## src/rtl/uart_tx_arbiter_pkg.sv

```systemverilog
// -----------------------------------------------------------------------------
// uart_tx_arbiter_pkg
// Shared definitions for the UART transmit arbiter: FSM state encoding and the
// requester index width helper used to size grant/last-grant vectors.
// No ports.
// -----------------------------------------------------------------------------
package uart_tx_arbiter_pkg;

   typedef enum logic [2:0] {
      ST_IDLE      = 3'd0,
      ST_ISSUE     = 3'd1,
      ST_WAIT_BUSY = 3'd2,
      ST_WAIT_DONE = 3'd3,
      ST_HOLD      = 3'd4
   } arb_state_e;

   // Width of a requester index; never narrower than one bit.
   function automatic int req_idx_w(input int n);
      return (n > 32'sd1) ? $clog2(n) : 32'sd1;
   endfunction

endpackage

```

## src/rtl/uart_tx_arbiter_rr_pick.sv

```systemverilog
// -----------------------------------------------------------------------------
// uart_tx_arbiter_rr_pick
// Combinational round-robin picker. Searches req starting one position after
// last_grant, wrapping at N, and returns the first set bit.
//
// Ports:
//   req        in  N   request vector
//   last_grant in  IW  index that won most recently (search starts after it)
//   found      out 1   at least one request is set
//   index      out IW  winning index (0 when nothing is requested)
// -----------------------------------------------------------------------------
module uart_tx_arbiter_rr_pick
   import uart_tx_arbiter_pkg::*;
#(
   parameter int N  = 2,
   parameter int IW = req_idx_w(N)
) (
   input  logic [N-1:0]  req,
   input  logic [IW-1:0] last_grant,
   output logic          found,
   output logic [IW-1:0] index
);

   logic [IW-1:0] pick_s;
   logic [IW-1:0] cand_s;

   // Walk candidates from farthest to nearest so the nearest set bit overrides
   always_comb begin
      pick_s = '0;
      cand_s = '0;
      for (int off = N; off >= 1; off--) begin
         cand_s = IW'((int'(last_grant) + off) % N);
         pick_s = req[cand_s] ? cand_s : pick_s;
      end
   end

   assign found = |req;
   assign index = pick_s;

endmodule

```

## src/rtl/uart_tx_arbiter.sv

```systemverilog
// -----------------------------------------------------------------------------
// uart_tx_arbiter
// Shares one uart_tx between N_REQ byte-stream requesters. Arbitration is
// round-robin per byte; a requester holding req_lock keeps the grant between
// bytes so multi-byte messages never interleave on the line.
//
// Optional feature: define UART_ARB_LOCK_TIMEOUT_EN to force-release a held
// lock after LOCK_TIMEOUT idle cycles in HOLD. Without it HOLD persists until
// the owner sends another byte or drops its lock.
//
// Ports:
//   clk          in   1         system clock (42 MHz domain)
//   rst          in   1         synchronous active-high reset
//   req_start    in   N_REQ     per-requester level request
//   req_data     in   8*N_REQ   byte for requester i at [8i+7:8i]
//   req_lock     in   N_REQ     keep grant after this byte
//   req_ack      out  N_REQ     one-cycle pulse, byte accepted
//   tx_start     out  1         registered start pulse to uart_tx
//   tx_data      out  8         registered byte to uart_tx (held after send)
//   tx_busy      in   1         uart_tx busy
//   grant_valid  out  1         a requester owns the UART
//   grant_id     out  GW        current owner index
// -----------------------------------------------------------------------------
module uart_tx_arbiter
   import uart_tx_arbiter_pkg::*;
#(
   parameter int N_REQ        = 2,
   parameter int LOCK_TIMEOUT = 4200,
   parameter int TO_W         = 16
) (
   input  logic                          clk,
   input  logic                          rst,
   input  logic [N_REQ-1:0]              req_start,
   input  logic [8*N_REQ-1:0]            req_data,
   input  logic [N_REQ-1:0]              req_lock,
   output logic [N_REQ-1:0]              req_ack,
   output logic                          tx_start,
   output logic [7:0]                    tx_data,
   input  logic                          tx_busy,
   output logic                          grant_valid,
   output logic [req_idx_w(N_REQ)-1:0]   grant_id
);

   localparam int GW = req_idx_w(N_REQ);

   // Reject unsupported configurations at elaboration
   if ((N_REQ < 32'sd2) || (N_REQ > 32'sd8)) begin : g_bad_n_req
      $error("uart_tx_arbiter: N_REQ must be in 2..8");
   end
   if ((LOCK_TIMEOUT < 32'sd1) || (longint'(LOCK_TIMEOUT) >= (64'sd1 <<< TO_W))) begin : g_bad_timeout
      $error("uart_tx_arbiter: LOCK_TIMEOUT must be in 1..2^TO_W-1");
   end

   arb_state_e         state_r, state_s;
   logic [GW-1:0]      grant_id_r, grant_id_s;
   logic               grant_valid_r, grant_valid_s;
   logic [GW-1:0]      last_grant_r, last_grant_s;
   logic               tx_start_r, tx_start_s;
   logic [7:0]         tx_data_r, tx_data_s;
   logic [N_REQ-1:0]   req_ack_r, req_ack_s;

   logic               pick_found_s;
   logic [GW-1:0]      pick_idx_s;
   logic               cur_start_s;
   logic               cur_lock_s;
   logic [7:0]         cur_data_s;

`ifdef UART_ARB_LOCK_TIMEOUT_EN
   localparam logic [TO_W-1:0] TO_LIMIT = TO_W'(LOCK_TIMEOUT);
   logic [TO_W-1:0]    to_cnt_r, to_cnt_s;
`endif

   uart_tx_arbiter_rr_pick #(
      .N  (N_REQ),
      .IW (GW)
   ) u_rr_pick (
      .req        (req_start),
      .last_grant (last_grant_r),
      .found      (pick_found_s),
      .index      (pick_idx_s)
   );

   // View of the current owner's request, lock and byte
   always_comb begin
      cur_start_s = req_start[grant_id_r];
      cur_lock_s  = req_lock[grant_id_r];
      cur_data_s  = 8'h00;
      for (int i = 0; i < N_REQ; i++) begin
         cur_data_s = (grant_id_r == GW'(i)) ? req_data[8*i +: 8] : cur_data_s;
      end
   end

   // Next-state and next-output logic for the arbitration FSM
   always_comb begin
      state_s       = state_r;
      grant_id_s    = grant_id_r;
      grant_valid_s = grant_valid_r;
      last_grant_s  = last_grant_r;
      tx_start_s    = 1'b0;
      tx_data_s     = tx_data_r;
      req_ack_s     = '0;
`ifdef UART_ARB_LOCK_TIMEOUT_EN
      to_cnt_s      = to_cnt_r;
`endif
      case (state_r)
         ST_IDLE: begin
            if (pick_found_s) begin
               grant_id_s    = pick_idx_s;
               grant_valid_s = 1'b1;
               state_s       = ST_ISSUE;
            end else begin
               state_s       = ST_IDLE;
            end
         end
         ST_ISSUE: begin
            if (!cur_start_s) begin
               // Withdrawn before acceptance: nothing sent, fairness pointer untouched
               grant_valid_s = 1'b0;
               state_s       = ST_IDLE;
            end else if (!tx_busy) begin
               tx_start_s             = 1'b1;
               tx_data_s              = cur_data_s;
               req_ack_s[grant_id_r]  = 1'b1;
               state_s                = ST_WAIT_BUSY;
            end else begin
               state_s       = ST_ISSUE;
            end
         end
         ST_WAIT_BUSY: begin
            if (tx_busy) begin
               state_s = ST_WAIT_DONE;
            end else begin
               state_s = ST_WAIT_BUSY;
            end
         end
         ST_WAIT_DONE: begin
            if (!tx_busy) begin
               if (cur_lock_s) begin
                  state_s  = ST_HOLD;
`ifdef UART_ARB_LOCK_TIMEOUT_EN
                  to_cnt_s = '0;
`endif
               end else begin
                  last_grant_s  = grant_id_r;
                  grant_valid_s = 1'b0;
                  state_s       = ST_IDLE;
               end
            end else begin
               state_s = ST_WAIT_DONE;
            end
         end
         ST_HOLD: begin
            // A new byte wins over a lock drop in the same cycle
            if (cur_start_s) begin
               state_s = ST_ISSUE;
            end else if (!cur_lock_s) begin
               last_grant_s  = grant_id_r;
               grant_valid_s = 1'b0;
               state_s       = ST_IDLE;
            end else begin
`ifdef UART_ARB_LOCK_TIMEOUT_EN
               to_cnt_s = to_cnt_r + TO_W'(1'b1);
               if (to_cnt_s == TO_LIMIT) begin
                  last_grant_s  = grant_id_r;
                  grant_valid_s = 1'b0;
                  state_s       = ST_IDLE;
               end else begin
                  state_s       = ST_HOLD;
               end
`else
               state_s = ST_HOLD;
`endif
            end
         end
         default: begin
            grant_valid_s = 1'b0;
            state_s       = ST_IDLE;
         end
      endcase
   end

   // FSM state and registered outputs
   always_ff @(posedge clk) begin
      if (rst) begin
         state_r       <= ST_IDLE;
         grant_id_r    <= '0;
         grant_valid_r <= 1'b0;
         last_grant_r  <= GW'(N_REQ - 1);
         tx_start_r    <= 1'b0;
         tx_data_r     <= 8'h00;
         req_ack_r     <= '0;
      end else begin
         state_r       <= state_s;
         grant_id_r    <= grant_id_s;
         grant_valid_r <= grant_valid_s;
         last_grant_r  <= last_grant_s;
         tx_start_r    <= tx_start_s;
         tx_data_r     <= tx_data_s;
         req_ack_r     <= req_ack_s;
      end
   end

`ifdef UART_ARB_LOCK_TIMEOUT_EN
   // Idle-cycle counter for a held lock
   always_ff @(posedge clk) begin
      if (rst) begin
         to_cnt_r <= '0;
      end else begin
         to_cnt_r <= to_cnt_s;
      end
   end
`endif

   assign req_ack     = req_ack_r;
   assign tx_start    = tx_start_r;
   assign tx_data     = tx_data_r;
   assign grant_valid = grant_valid_r;
   assign grant_id    = grant_id_r;

endmodule

```

## config.mk

```make
export PLATFORM = sky130hd
export DESIGN_NAME = uart_tx_arbiter
export DESIGN_NICKNAME = d
export VERILOG_FILES = /design/src/rtl/uart_tx_arbiter_pkg.sv /design/src/rtl/uart_tx_arbiter_rr_pick.sv /design/src/rtl/uart_tx_arbiter.sv
export SDC_FILE = /design/constraint.sdc
export NUM_CORES = 1
export LEC_CHECK = 0
export BUFFER_PORTS_ARGS = -buffer_cell sky130_fd_sc_hd__buf_2
export CORE_MARGIN = 5
export CORE_UTILIZATION = 48
export CTS_BUF_LIST = sky130_fd_sc_hd__clkbuf_4
export DETAILED_ROUTE_END_ITERATION = 10
export PLACE_DENSITY = 0.8
export SYNTH_ARGS = -nofsm -noshare
export SYNTH_HDL_FRONTEND = slang
export SYNTH_SLANG_ARGS = --single-unit
export TNS_END_PERCENT = 50
```

## constraint.sdc

```tcl
create_clock -name clk -period 1.7 [get_ports clk]
set_input_delay 0.255 -clock clk [delete_from_list [all_inputs] [get_ports clk]]
set_output_delay 0.255 -clock clk [all_outputs]
set_load 0.02 [all_outputs]
```

* After elaboration in Yosys (flattened, before gate mapping) *
Index checks and enable logic that the tools add are counted.

operators by class
  add/sub/neg operators = 2
  reductions and logical operators = 10
  equality and inequality tests = 8
  bitwise gates (word level) = 4
  $lt $le $gt $ge = 4
  mux-type cells = 32

operators with widths
  operator               number
  $mux W1                22
  $pmux W3 S5            1
  $mux W3                3
  $mux W8                1
  $ne A2 B2 Y1 const B   4
  $eq A3 B2 Y1 const B   2
  $lt A1 B2 Y1 const B   3
  $reduce_and A3 Y1      2
  $pmux W1 S5            1
  $reduce_and A5 Y1      1
  $mux W2                2
  $not A1 Y1             4
  $reduce_or A4 Y1       1
  $eq A3 B1 Y1 const B   1
  $eq A3 B3 Y1 const B   1
  $logic_not A3 Y1       1
  $reduce_or A3 Y1       1
  $add A1 B1 Y1 const B  2
  $pmux W1 S2            1
  $reduce_and A2 Y1      1
  $reduce_bool A2 Y1     1
  $reduce_or A2 Y1       1
  $demux W1 S1           1
  $ge A1 B1 Y1 const B   1
  $logic_and A1 B1 Y1    1

storage, ports and cells
  output and inout bits = 13
  word-level logic and storage cells = 67
  bits of input ports = 23
  bits in registers = 17

* Logic depth before layout (Yosys ltp) *
Gate-level depths: netlist (run 1).

  depth in word-level cells = 5
  depth in mapped cells = 5
  depth with buffers taken out = 4

* By module *
Synthesis (run 1) repeated with hierarchy kept, for this count alone.

second synthesis, totals
  cells, all modules = 92
  area, all modules = 858.3 um^2

modules (own cells, without submodules)
  module                   seq. area each (um^2)  instances  area an instance (um^2)  cells an instance
  uart_tx_arbiter          340.3                  1          844.6                    90
  uart_tx_arbiter_rr_pick  0.0                    1          13.8                     2

* Least setup slack after synthesis (run 1) *
OpenSTA, ideal clock, no wires.

  kind = register -> register
  start = reg grant_id_r (netlist: grant_id)
  end = reg req_ack_r[1] (netlist: req_ack[1])
  period minus slack after synthesis = 1.534 ns
  required time = 1.639 ns
  path buffers = 2
  cell stages (with the launch flop) = 6
  library setup time = 0.061 ns
  data arrival time = 1.473 ns
  path slack = 0.166 ns
  path through = dfxtp_1 buf_6 mux2i_4 nor4_4 buf_6 and3_1

on the way
  cells in the longest elaborated chain, start to end = 4
  elaborated cells on any way between the ends = 9
  those cells by class = order compare (2); mux (4); bitwise (1); reduce/logical (2)

ends and longest elaborated chain
  what                                                                  RTL line                                       source
  from (decl)                                                           uart_tx_arbiter.sv:55                          logic [GW-1:0] grant_id_r, grant_id_s;
  from (signal assigned)                                                uart_tx_arbiter.sv:194                         grant_id_r <= grant_id_s;
  $lt A1 B2 Y1 (not written as such) (tied with other cells)            uart_tx_arbiter.sv:123                         req_ack_s[grant_id_r] = 1'b1;
  $logic_and A1 B1 Y1 (not written as such) or $mux W1 (tied branches)  uart_tx_arbiter.sv:123, uart_tx_arbiter.sv:85
  $mux W1 (not written as such) or $not A1 Y1 (tied branches)           --
  $demux W1 S1 or $reduce_or A4 Y1 (tied branches)                      --
  to (signal assigned)                                                  uart_tx_arbiter.sv:199                         req_ack_r <= req_ack_s;
  to (decl)                                                             uart_tx_arbiter.sv:60                          logic [N_REQ-1:0] req_ack_r, req_ack_s;

Several ways; a longest one is shown, not always the timed one. The select of a mux whose other input is x is not followed.
A chain may end at the register's enable or synchronous reset.

* Final worst setup path (run 1) *
  start = reg grant_id_r (netlist: grant_id)
  end = reg grant_valid_r (netlist: grant_valid)

on the way
  cells in the longest elaborated chain, start to end = 5
  elaborated cells on any way between the ends = 11
  those cells by class = eq/ne (2); mux (8); reduce/logical (1)

ends and longest elaborated chain
  what                                         RTL line                source
  $mux W1 (not written as such) (2 in series)  uart_tx_arbiter.sv:86   cur_lock_s = req_lock[grant_id_r];
  $mux W1                                      --
  $mux W1 (on tied branches)                   --
  $pmux W1 S5                                  --
  to (signal assigned)                         uart_tx_arbiter.sv:195  grant_valid_r <= grant_valid_s;
  to (decl)                                    uart_tx_arbiter.sv:56   logic grant_valid_r, grant_valid_s;

Several ways; a longest one is shown, not always the timed one. The select of a mux whose other input is x is not followed.

==> impl_metrics.ini, run 1 <==
[finish]
final_cell_mix = 35 x buf_2, 17 x dfxtp_1, 12 x nor2_1, 9 x mux2i_1, 9 x a211oi_1
fillers = 175
final_common_cell = buf_2
final_nets = 155
drive_above_1_share = 0.3359
area_delta_synth_final_pct = 25.48
stdcell_area_um2 = 1072
antenna_cells = 0
final_util = 0.6278

[sta]
rsz0062_at_grt = no
clock_skew_ps = 4.355
tightest_slew_ps = 459.8
setup_viol = 0
period_needed_ps = 1498
holdWs_ps = 239.0
fmax_mhz = 667.7
hold_violations = 0
timing.final.crit_share = 0.8810
timing.setup.tns_ps = 0
slew-limit-headroom = 0.6930
finalMaxSlewViolations = 0

[yosys]
synth-seq-cells = 17
avgSynthCellArea_um2 = 8.995
ys_seq_area_frac = 0.3982
synth_nets = 118
ys_types = 28
yosysWarnings = 0
synthCells = 95
syn_area_um2 = 854.6

[setup_path]
crit_type = register to register
start_kind = register
crit_required_ps = 1880
arrival_ps = 1680
critPathTopFamily = compound AO/OA/AOI/OAI gates
cp_slowest_cell = dfxtp_1
endpoint_kind = register
slowest_delay_ps = 400
cp_cell_sequence = buf_4 > and3b_1 > o21ai_0 > a21oi_1 > o31a_1
cp_max_fo = 16
crit_buf_inv = 1

[floorplanning]
core_area_um2 = 1708
rows = 15
die_width_um = 52.20
io_pins = 36
fp.dieArea_um2 = 2724
die_h_um = 52.20
initial_core_util = 0.5004

[routing]
drc = 0
wire_per_inst_um = 12.88
ant_nets = 0
drt-initial-drc-count = 7
dr.pass1.iters = 4
wl_mm = 2.009
routed_via_density = 5.321
vias = 830

[placed_design]
dpl.hpwl_mm = 1.496
dpl_cell_area_um2 = 1045
io_buffer_count = 35
place_congestion = 0.7633

[cts]
root_buffer = clkbuf_4
cts_tree = yes
path_clk_slew_ps = 110
cts_setup_buffers = 0
cts_resized = 0
clk_latency_ps = 290
cts_max_level = 1
clockBufferDepth = 2
cts-buffers-inserted = 3
cts_num_sinks = 17
ctsHoldBuffers = 0

[status]
outcome = completed

[worst_hold_path]
hold_path.class = input port to register

[global_route]
grt_pass1_wl_mm = 3.346
grt_overflow = 0
grt_pass1_vias = 822
grt.total_usage = 0.1602
grt_max_degree = 20
antenna_found_initial = 0

[power_and_ir_drop]
leakagePower_uw = 0.0004629
power.density_nw_per_um2 = 786.7
fin_total_pwr_uw = 843.6
ir_drop_uv = 578.6

[run]
maxCapViolCount = 0
-- state kept, by name, indices dropped and copies added (netlist names) --
name / count
req_ack: 2
tx_data: 8
last_grant_r: 1
grant_id: 1
state_r: 3
grant_valid: 1
tx_start: 1
-- where the power goes --
group	leakage [µW]	internal, µW	switching (µW)
Sequential	0.000139	419	17.8
Combinational	0.000307	83.2	103
Clock	0.0000177	87.4	133
Total	0.000463	590	254
-- synth_stat cells (all sizes together) --
| library cell | instances | area, µm² |
|---|---|---|
| nand3 | 1 | 5.000 |
| o31a | 1 | 8.760 |
| nor4 | 1 | 21.27 |
| nor2 | 12 | 45.04 |
| a311oi | 1 | 8.760 |
| and2 | 2 | 12.51 |
| nor4bb | 1 | 10.01 |
| o21a | 1 | 7.510 |
| inv | 5 | 18.77 |
| nor3 | 5 | 25.02 |
| a21oi | 5 | 25.02 |
| a32oi | 1 | 8.760 |
| nor2b | 1 | 6.260 |
| o311ai | 1 | 8.760 |
| a31oi | 1 | 6.260 |
| o22ai | 1 | 6.260 |
| nand2 | 2 | 7.510 |
| a211oi | 9 | 67.56 |
| clkbuf | 3 | 11.26 |
| buf | 3 | 27.52 |
| nand2b | 1 | 6.260 |
| dfxtp | 17 | 340.3 |
| and3 | 3 | 18.77 |
| mux2i | 10 | 112.6 |
| o21ai | 6 | 30.03 |
| and3b | 1 | 8.760 |
-- cell families (layout without fill, tap and decap cells) --
| kind of cell | after synthesis | in the layout | share of synthesized area |
|---|---|---|---|
| buffers and inverters | 11 | 47 | 0.06734 |
| muxes | 10 | 10 | 0.1318 |
| DFF | 17 | 17 | 0.3982 |
| and+or+nand+nor | 30 | 30 | 0.1947 |
| AOI/OAI and AO/OA | 27 | 27 | 0.2079 |
-- metrics by stage --
| step | setup slack [ps] | cells |
|---|---|---|
| after floorplan | 166.2 | 95 |
| after global placement | 259.8 | 152 |
| after detailed placement | 211.1 | 152 |
| after CTS | 194.6 | 156 |
| after global routing | 108.8 | 156 |
| final | 202.4 | 156 |
-- worst paths after layout --
kind               start  slack (ps)  cells after the start      endpoint
max             grant_id         200                      5   grant_valid
min          req_lock[1]         240                      2  last_grant_r
max reg2reg     grant_id         200                      5   grant_valid
min reg2reg   tx_data[2]         510                      2    tx_data[2]
-- final cells by class --
type / count / area [µm²] / share of cell area
clock buffers: 3 / 22.52 / 0.02100
clock inverters: 1 / 5.005 / 0.004667
inverters: 5 / 18.77 / 0.01750
multi-input cells: 67 / 456.7 / 0.4259
flip-flops and latches: 17 / 340.3 / 0.3174
well taps: 25 / 31.28 / 0.02917
repair buffers: 38 / 197.7 / 0.1844
-- layer usage --
| metal | up-vias | share of wire | global-route usage |
|---|---|---|---|
| li1 | 419 | - | - |
| met1 | 379 | 0.41 | 0.1710 |
| met2 | 30 | 0.51 | 0.3013 |
| met3 | 2 | 0.075 | 0.03989 |
| met4 | 0 | 0.0045 | 0.05532 |
| met5 | - | 0 | 0 |
Note: power is estimated with default switching activity, not from simulation.
==> run 2, diff against run 1 <==
- CORE_UTILIZATION: 48 -> 40
- PLACE_DENSITY: 0.8 -> 0.69
==> impl_metrics.ini, run 2 (synthesized netlist as in run 1, its figures left out) <==
[status]
outcome = completed

[finish]
largest_reg_flops = 8
drive_above_1_share = 0.3359
final_nets = 155
stdcell_area_um2 = 1075
area_delta_synth_final_pct = 25.77
final_common_cell = buf_2
regArea_um2 = 340.3
final_cell_mix = 35 x buf_2, 17 x dfxtp_1, 12 x nor2_1, 9 x mux2i_1, 9 x a211oi_1
antenna_cells = 0
fillers = 205
multi_input_area_um2 = 456.7

[setup_path]
cp_max_fo = 13
crit_required_ps = 1860
r2r-end = last_grant_r
crit_type = register to register
reg2reg_setup_slack_ps = 210
endpoint_kind = register
start_kind = register
r2r_start = state_r[1]
r2r.worst_path.cells = 4
arrival_ps = 1660

[routing]
wl_met2_mm = 1.040
dr.max_layer_used = met4
wl_met3_um = 108
wire_per_inst_um = 12.60
met1_length_um = 813
drc = 0
vias = 805
wl_mm = 1.991
drt-initial-drc-count = 19
dr.pass1.iters = 4
routed_via_density = 5.095
ant_nets = 0

[power_and_ir_drop]
fin_total_pwr_uw = 836.6
leakagePower_uw = 0.0004629
power.density_nw_per_um2 = 778.4
ir_drop_uv = 356.1

[sta]
setup_viol = 0
clock_skew_ps = 5.745
tightest_slew_ps = 466.8
fmax_mhz = 669.5
setup_slack_ps = 206.4
period_needed_ps = 1494
slew-limit-headroom = 0.6884
timing.final.crit_share = 0.8786
rsz0062_at_grt = no
finalMaxSlewViolations = 0
timing.setup.tns_ps = 0
hold_violations = 0

[global_route]
antenna_found_initial = 0
grt_overflow = 0
grt.total_usage = 0.1246
grt_pass1_vias = 728
grt_pass1_wl_mm = 3.194
grt_max_degree = 20

[cts]
path_clk_slew_ps = 100
cts_tree = yes
cts-buffers-inserted = 3
cts_max_level = 1
root_buffer = clkbuf_4
cts_resized = 0
cts_num_sinks = 17
cts_setup_buffers = 0
ctsHoldBuffers = 0
clockBufferDepth = 2
clk_latency_ps = 280

[floorplanning]
die_width_um = 56.22
io_pins = 36
die_h_um = 56.22
core_area_um2 = 2002
initial_core_util = 0.4269
fp.dieArea_um2 = 3161
rows = 16

[placed_design]
dp_worst_setup_slack_ps = 241.3
dpl_cell_area_um2 = 1047
dpl.hpwl_mm = 1.519
place_congestion = 0.8467
io_buffer_count = 35

[worst_hold_path]
holdCritStartpoint = req_lock[1]
min_path_cells = 2
hold_path.class = input port to register
hold_end = last_grant_r

[run]
maxCapViolCount = 0
==> run 2: cell counts in the layout (fill, tap and decap cells not counted) <==
Identical to the previous run, type by type.
==> run 2: metrics by stage <==
step,utilization,hold slack [ps],cells
after global routing,0.5369,264.8,158
final,0.5369,231.8,158
after floorplan,-,327.1,95
after detailed placement,0.5231,493.6,154
after global placement,0.5231,485.2,154
after CTS,0.5369,224.2,158
==> run 2: how the worst max path moves through the flow <==
stage | to | depth (start not counted) | startpoint
after floorplan | req_ack[1] | 5 | grant_id
after global placement | grant_valid | 5 | grant_id
after detailed placement | last_grant_r | 4 | state_r[1]
after CTS | last_grant_r | 4 | state_r[1]
after global routing | last_grant_r | 4 | state_r[1]
final | last_grant_r | 4 | state_r[1]
==> run 2: cell type report <==
type / instances / share of cell area
clock inverters: 1 / 0.004657
inverters: 5 / 0.01746
multi-input cells: 67 / 0.4249
well taps: 27 / 0.03143
repair buffers: 38 / 0.1839
clock buffers: 3 / 0.02095
flip-flops and latches: 17 / 0.3166
==> run 2: per-layer routing <==
metal | vias up | global-route usage
met4 | 0 | 0.07119
met5 | - | 0
met3 | 2 | 0.02088
met2 | 23 | 0.2120
li1 | 417 | -
met1 | 363 | 0.1454
==> run 2: worst max-delay path: stages, from the launching register on <==
cell and delay [ps]:
dfxtp_1 600, nor4bb_1 340, a31oi_1 100, o21ai_0 190
o311ai_0 140
==> run 2: where the power goes <==
part / total [µW] / switching, µW / internal (µW)
Sequential: 439 / 19.6 / 419
Combinational: 185 / 101 / 83.7
Clock: 213 / 126 / 87.2
Total: 837 / 246 / 590
